### src/rtl/instruction_sequencer_pkg.sv
// Shared encodings for the RV32I multi-cycle sequencer: FSM states and
// the PC / writeback mux selects it drives into the datapath.
package instruction_sequencer_pkg;

    localparam int STATE_WIDTH = 3;

    typedef enum logic [STATE_WIDTH-1:0] {
        ST_FETCH     = 3'd0,
        ST_DECODE    = 3'd1,
        ST_EXECUTE   = 3'd2,
        ST_MEMORY    = 3'd3,
        ST_WRITEBACK = 3'd4,
        ST_HALT      = 3'd5
    } sequencer_state_t;

    typedef enum logic [1:0] {
        PC_PLUS4    = 2'd0,
        PC_REL_IMM  = 2'd1,
        PC_RS1_IMM  = 2'd2,
        PC_RESERVED = 2'd3
    } pc_sel_t;

    typedef enum logic [1:0] {
        WB_ALU      = 2'd0,
        WB_LOAD     = 2'd1,
        WB_PC4      = 2'd2,
        WB_RESERVED = 2'd3
    } wb_sel_t;

endpackage

### src/rtl/instruction_sequencer.sv
// Multi-cycle FETCH/DECODE/EXECUTE/MEMORY/WRITEBACK control FSM for the RV32I core.
// Optional perf counters are enabled with the SEQUENCER_PERF_COUNTERS_EN macro.
module instruction_sequencer
    import instruction_sequencer_pkg::*;
#(
    parameter int COUNTER_WIDTH       = 32,
    parameter bit HALT_ON_ENVIRONMENT = 1'b1
) (
    input  logic       clk,
    input  logic       rst,
    output logic       imem_req,
    input  logic       imem_ack,
    output logic       ir_load,
    input  logic       load,
    input  logic       store,
    input  logic       branch,
    input  logic       immediate_jump,
    input  logic       register_jump,
    input  logic       environment,
    input  logic       opcode_legal,
    input  logic       write_register_valid,
    input  logic       branch_taken,
    output logic       dmem_req,
    output logic       dmem_we,
    input  logic       dmem_ack,
    output logic       pc_write,
    output logic [1:0] pc_sel,
    output logic       rf_write,
    output logic [1:0] wb_sel,
    output logic       halted,
`ifdef SEQUENCER_PERF_COUNTERS_EN
    output logic [COUNTER_WIDTH-1:0] cycle_count,
    output logic [COUNTER_WIDTH-1:0] retired_count,
`endif
    output logic [2:0] state
);

    if (COUNTER_WIDTH < 1) begin : g_bad_counter_width
        $error("instruction_sequencer: COUNTER_WIDTH must be at least 1");
    end

    sequencer_state_t state_reg;
    sequencer_state_t state_next;

    always_comb begin
        state_next = state_reg;
        case (state_reg)
            ST_FETCH: begin
                if (imem_ack) state_next = ST_DECODE;
            end
            ST_DECODE: begin
                if (!opcode_legal) begin
                    state_next = ST_HALT;
                end else if (environment) begin
                    state_next = HALT_ON_ENVIRONMENT ? ST_HALT : ST_WRITEBACK;
                end else begin
                    state_next = ST_EXECUTE;
                end
            end
            ST_EXECUTE: begin
                state_next = (load || store) ? ST_MEMORY : ST_WRITEBACK;
            end
            ST_MEMORY: begin
                // A completed store has nothing left to write back.
                if (dmem_ack) state_next = store ? ST_FETCH : ST_WRITEBACK;
            end
            ST_WRITEBACK: state_next = ST_FETCH;
            ST_HALT:      state_next = ST_HALT;
            default:      state_next = ST_HALT;
        endcase
    end

    always_ff @(posedge clk or posedge rst) begin
        if (rst) begin
            state_reg <= ST_FETCH;
        end else begin
            state_reg <= state_next;
        end
    end

    // Enables are decoded straight from state so reset drops requests at once.
    always_comb begin
        imem_req = 1'b0;
        ir_load  = 1'b0;
        dmem_req = 1'b0;
        dmem_we  = 1'b0;
        pc_write = 1'b0;
        pc_sel   = PC_PLUS4;
        rf_write = 1'b0;
        wb_sel   = WB_ALU;
        halted   = 1'b0;
        case (state_reg)
            ST_FETCH: begin
                imem_req = 1'b1;
                ir_load  = imem_ack;
            end
            ST_MEMORY: begin
                dmem_req = 1'b1;
                dmem_we  = store;
                pc_write = dmem_ack && store;
            end
            ST_WRITEBACK: begin
                pc_write = 1'b1;
                rf_write = write_register_valid;
                if (register_jump) begin
                    pc_sel = PC_RS1_IMM;
                end else if (immediate_jump || (branch && branch_taken)) begin
                    pc_sel = PC_REL_IMM;
                end
                if (load) begin
                    wb_sel = WB_LOAD;
                end else if (immediate_jump || register_jump) begin
                    wb_sel = WB_PC4;
                end
            end
            ST_HALT: halted = 1'b1;
            default: ;
        endcase
    end

    assign state = state_reg;

`ifdef SEQUENCER_PERF_COUNTERS_EN
    localparam logic [COUNTER_WIDTH-1:0] COUNT_ONE = {{(COUNTER_WIDTH-1){1'b0}}, 1'b1};

    logic [COUNTER_WIDTH-1:0] cycle_count_reg;
    logic [COUNTER_WIDTH-1:0] retired_count_reg;

    always_ff @(posedge clk or posedge rst) begin
        if (rst) begin
            cycle_count_reg   <= '0;
            retired_count_reg <= '0;
        end else begin
            if (state_reg != ST_HALT) cycle_count_reg <= cycle_count_reg + COUNT_ONE;
            if (pc_write) retired_count_reg <= retired_count_reg + COUNT_ONE;
        end
    end

    assign cycle_count   = cycle_count_reg;
    assign retired_count = retired_count_reg;
`endif

endmodule
### config.mk
export PLATFORM = sky130hd
export DESIGN_NAME = instruction_sequencer
export DESIGN_NICKNAME = d
export VERILOG_FILES = /design/src/rtl/instruction_sequencer_pkg.sv /design/src/rtl/instruction_sequencer.sv
export SDC_FILE = /design/constraint.sdc
export NUM_CORES = 1
export LEC_CHECK = 0
export ABC_AREA = 1
export BUFFER_PORTS_ARGS = -buffer_cell sky130_fd_sc_hd__buf_2
export CAP_MARGIN = 10
export CELL_PAD_IN_SITES_DETAIL_PLACEMENT = 1
export CELL_PAD_IN_SITES_GLOBAL_PLACEMENT = 2
export CORE_AREA = 2 2 50 52
export DETAILED_ROUTE_END_ITERATION = 12
export DIE_AREA = 0 0 52 54
export GPL_TIMING_DRIVEN = 0
export PLACE_DENSITY = 0.76
export SLEW_MARGIN = 10
export SYNTH_ARGS = -nofsm -noshare
export SYNTH_HDL_FRONTEND = slang
export SYNTH_SLANG_ARGS = --single-unit
### constraint.sdc
create_clock -name clk -period 1.3 [get_ports clk]
set_clock_uncertainty 0.1 [all_clocks]
set_input_delay 0.26 -clock clk [delete_from_list [all_inputs] [get_ports clk]]
set_output_delay 0.26 -clock clk [all_outputs]
set_load 0.005 [all_outputs]
==> results.txt <==
----------------------------------------------------
[Yosys]
  Flops & latches, synth ... 3
  EDFF count, synth ... 0
  Top cell type's share of synthesized area ... 22.7%
  Synth top cells by count ... inv_1 (11), nor2_1 (10), nand2_1 (9)
  Most instantiated library cell after synthesis ... inv_1
  Gate Count Post-Synth ... 56
  Area leader, netlist ... dfrtp_1
  Seq/Total Area, Yosys ... 22.7%
  Post-synthesis average cell area ... 5.90 sq um
  Async S/R FF share, synth ... 100%
  Net count of the mapped netlist ... 69
  Largest cells by area after synthesis ... dfrtp_1 (23%), inv_1 (13%), nor2_1 (11%)
  Post-synthesis instance area ... 330 sq um
  Synth Flop Type ... dfrtp_1
  Synth unique cells ... 16
  Yosys warnings ... 0

[Cells and area]
  Share of layout cells above drive strength 1 ... 61.5%
  Max FFs per register ... 3
  Number of diodes ... 0
  Post-synthesis to final-layout area growth ... 95.1%
  Final Net Count ... 110

[Routing]
  Detailed router's first-iteration violation count ... 3
  Drt total wl ... 1090 microns
  Wirelength per Cell ... 8.65 microns
  DRC violations left ... 0
  Via total after detailed routing ... 471
  DRT antenna net count ... 0
  Vias per cell ... 3.74
  Detailed-routing iteration count for the pre-antenna-repair pass ... 4

[Timing]
  Unrepaired setup endpoints after global routing ... true
  Final period utilization ... 124%
  Endpoints failing setup ... 14
  Final Max Slew Viols ... 0
  Maximum frequency from static timing analysis ... 620 MHz
  Slew margin rel. ... 86.0%
  Min setup slack post-route ... -0.314 ns
  Number of failing hold endpoints at the final stage ... 0
  Final critical-path required period ... 1.61 ns
  Transition time at the pin with the least slew margin ... 0.208 ns
  Final setup TNS ... -2.74 ns

[GRT]
  GR Overflow Total ... 0
  Via count of the first global-routing pass ... 456
  All-Layer GR Usage ... 8.28%
  Initial antenna violation count ... 0
  Largest net degree at the start of global routing ... 8
  Global-route wire length before repair ... 1750 microns

[Setup path]
  Max Fanout on Critical Path ... 6
  Arrival time at the worst endpoint ... 1.25 ns
  Critical path required time ... 0.94 ns
  Worst setup EP type ... output pin
  Startpoint-to-endpoint class of the critical path ... reg2out
  Crit start category ... register

[Placed design]
  Post-place setup slack ... -0.180 ns
  RePlAce Congestion ... 0.644
  Number of buffers added on ports ... 26
  Placed wire-length estimate ... 926 microns

[Clock tree]
  Deepest clock path buffer count ... 2
  Number of clock buffers inserted by TritonCTS ... 3
  Clock slew at the register clock pins of the worst setup and hold paths ... 0.04 ns
  TritonCTS clock tree ... yes
  H-tree Lvls ... 1
  Root buffer selected by CTS ... clkbuf_4
  Sink count of the clock tree ... 3
  Worst skew pair latency ... 0.23 ns

[Power and ir drop]
  Comb power frac ... 12.3%
  Switching Power ... 0.0690 mW
  Share of total power consumed by net switching ... 23.3%
  Clock network fraction of total power ... 56.0%
  Cell Pwr Density ... 460 mW/mm^2
  Leak Pwr ... 0.382 nW
  Share of power burned in registers ... 31.7%
  Total internal power ... 0.227 mW
  Peak ir drop on the vdd network ... 0.000243 V

[Run status]
  Result of the run ... complete, but fails checks
  Failing checks ... negative setup slack

[Floorplan]
  I/O pin count ... 27
  Die Wd ... 52 microns
  Die Ht ... 54 microns
  Floorplan core area ... 0.00232 sq mm
  Number of rows created at floorplan ... 18
  Effective utilization at floorplan ... 14.2%
  Die Area ... 0.00281 sq mm

[Run]
  Max-capacitance violation count ... 0

[Hold path]
  HP Class ... in2reg

----------------------------------------------------
==> power groups by stage <==
stage | registers (mW) | logic, mW | clock network, mW
final | 0.0938 | 0.0364 | 0.166
after global routing | 0.0937 | 0.0435 | 0.186
after CTS | 0.0938 | 0.0360 | 0.172
after detailed placement | 0.0951 | 0.0333 | 0
after global placement | 0.0951 | 0.0321 | 0
after floorplan | 0.0951 | 0.0117 | 0
==> stage by stage <==
step	power [mW]	cell area, sq um	util, %	hold WS, ns	cells
2_1_floorplan	0.107	338	-	-0.0864	56
3_3_place_gp	0.127	505	21.8	0.0226	112
3_5_place_dp	0.128	505	21.8	0.0280	112
4_1_cts	0.302	617	26.6	0.246	124
5_1_grt	0.323	644	27.8	0.250	126
6_report	0.296	644	27.8	0.237	126
==> critical path: stages, from the launching register on <==
cell,delay [ns]
dfrtp_1,0.38
buf_6,0.13
nor2_4,0.12
nand2_4,0.10
nor3_2,0.16
buf_2,0.14
==> layer usage <==
layer / wire length (microns) / part of all wire, % / vias up / GRT usage, %
met1: 443 / 41 / 201 / 9.09
met2: 567 / 52 / 20 / 16.2
met4: 0 / 0 / 0 / 2.63
li1: - / - / 250 / -
met3: 79 / 7.2 / 0 / 1.11
met5: 0 / 0 / - / 0
==> cells by family after synthesis <==
kind of cell / Yosys count / share of synthesized area, %
and+or+nand+nor: 34 / 51.5
AOI/OAI and AO/OA: 5 / 7.57
buffers and inverters: 14 / 18.2
DFF: 3 / 22.7
==> path summary, 6_finish.rpt <==
path	cells past startpoint	start	slack, ns	to
hold reg to reg	4	state[0]	0.63	state[0]
setup / recovery	5	state[1]	-0.31	pc_sel[0]
min in group asynchronous	3	rst	0.33	state[2]
setup reg to reg	9	state[1]	-0.08	state[0]
hold / removal	3	opcode_legal	0.24	state[1]
max in group asynchronous	3	rst	0.63	state[0]
==> what timing repair did <==
action / 4_1_cts / 5_1_grt
setup endpoints to repair: 11 / 13
resized for setup: 7 / 4
gates cloned: 0 / 0
setup buffers: 7 / 2
hold buffers: 1 / 0
pin swaps: 2 / 3
endpoints found under the hold margin: 3 / 0
==> cell type report <==
cell class	instances	area, sq um
timing repair buffer	36	208
inverter	13	48.8
sequential	3	77.6
fill	302	1680
multi-input combinational	39	235
clock buffer	4	26.3
buffer	1	11.3
tap	30	37.5
==> cells in the final DEF, fill, tap and decap left out, drive strengths merged <==
master	Yosys	routed
o21ai	4	4
a21oi	1	1
dlygate4sd3	0	1
nand2	11	11
nor2	14	14
buf	1	36
clkbuf	0	4
dfrtp	3	3
nand4	1	1
nor3	2	2
inv	13	13
nand3	6	6
(Power assumes the default switching activity.)
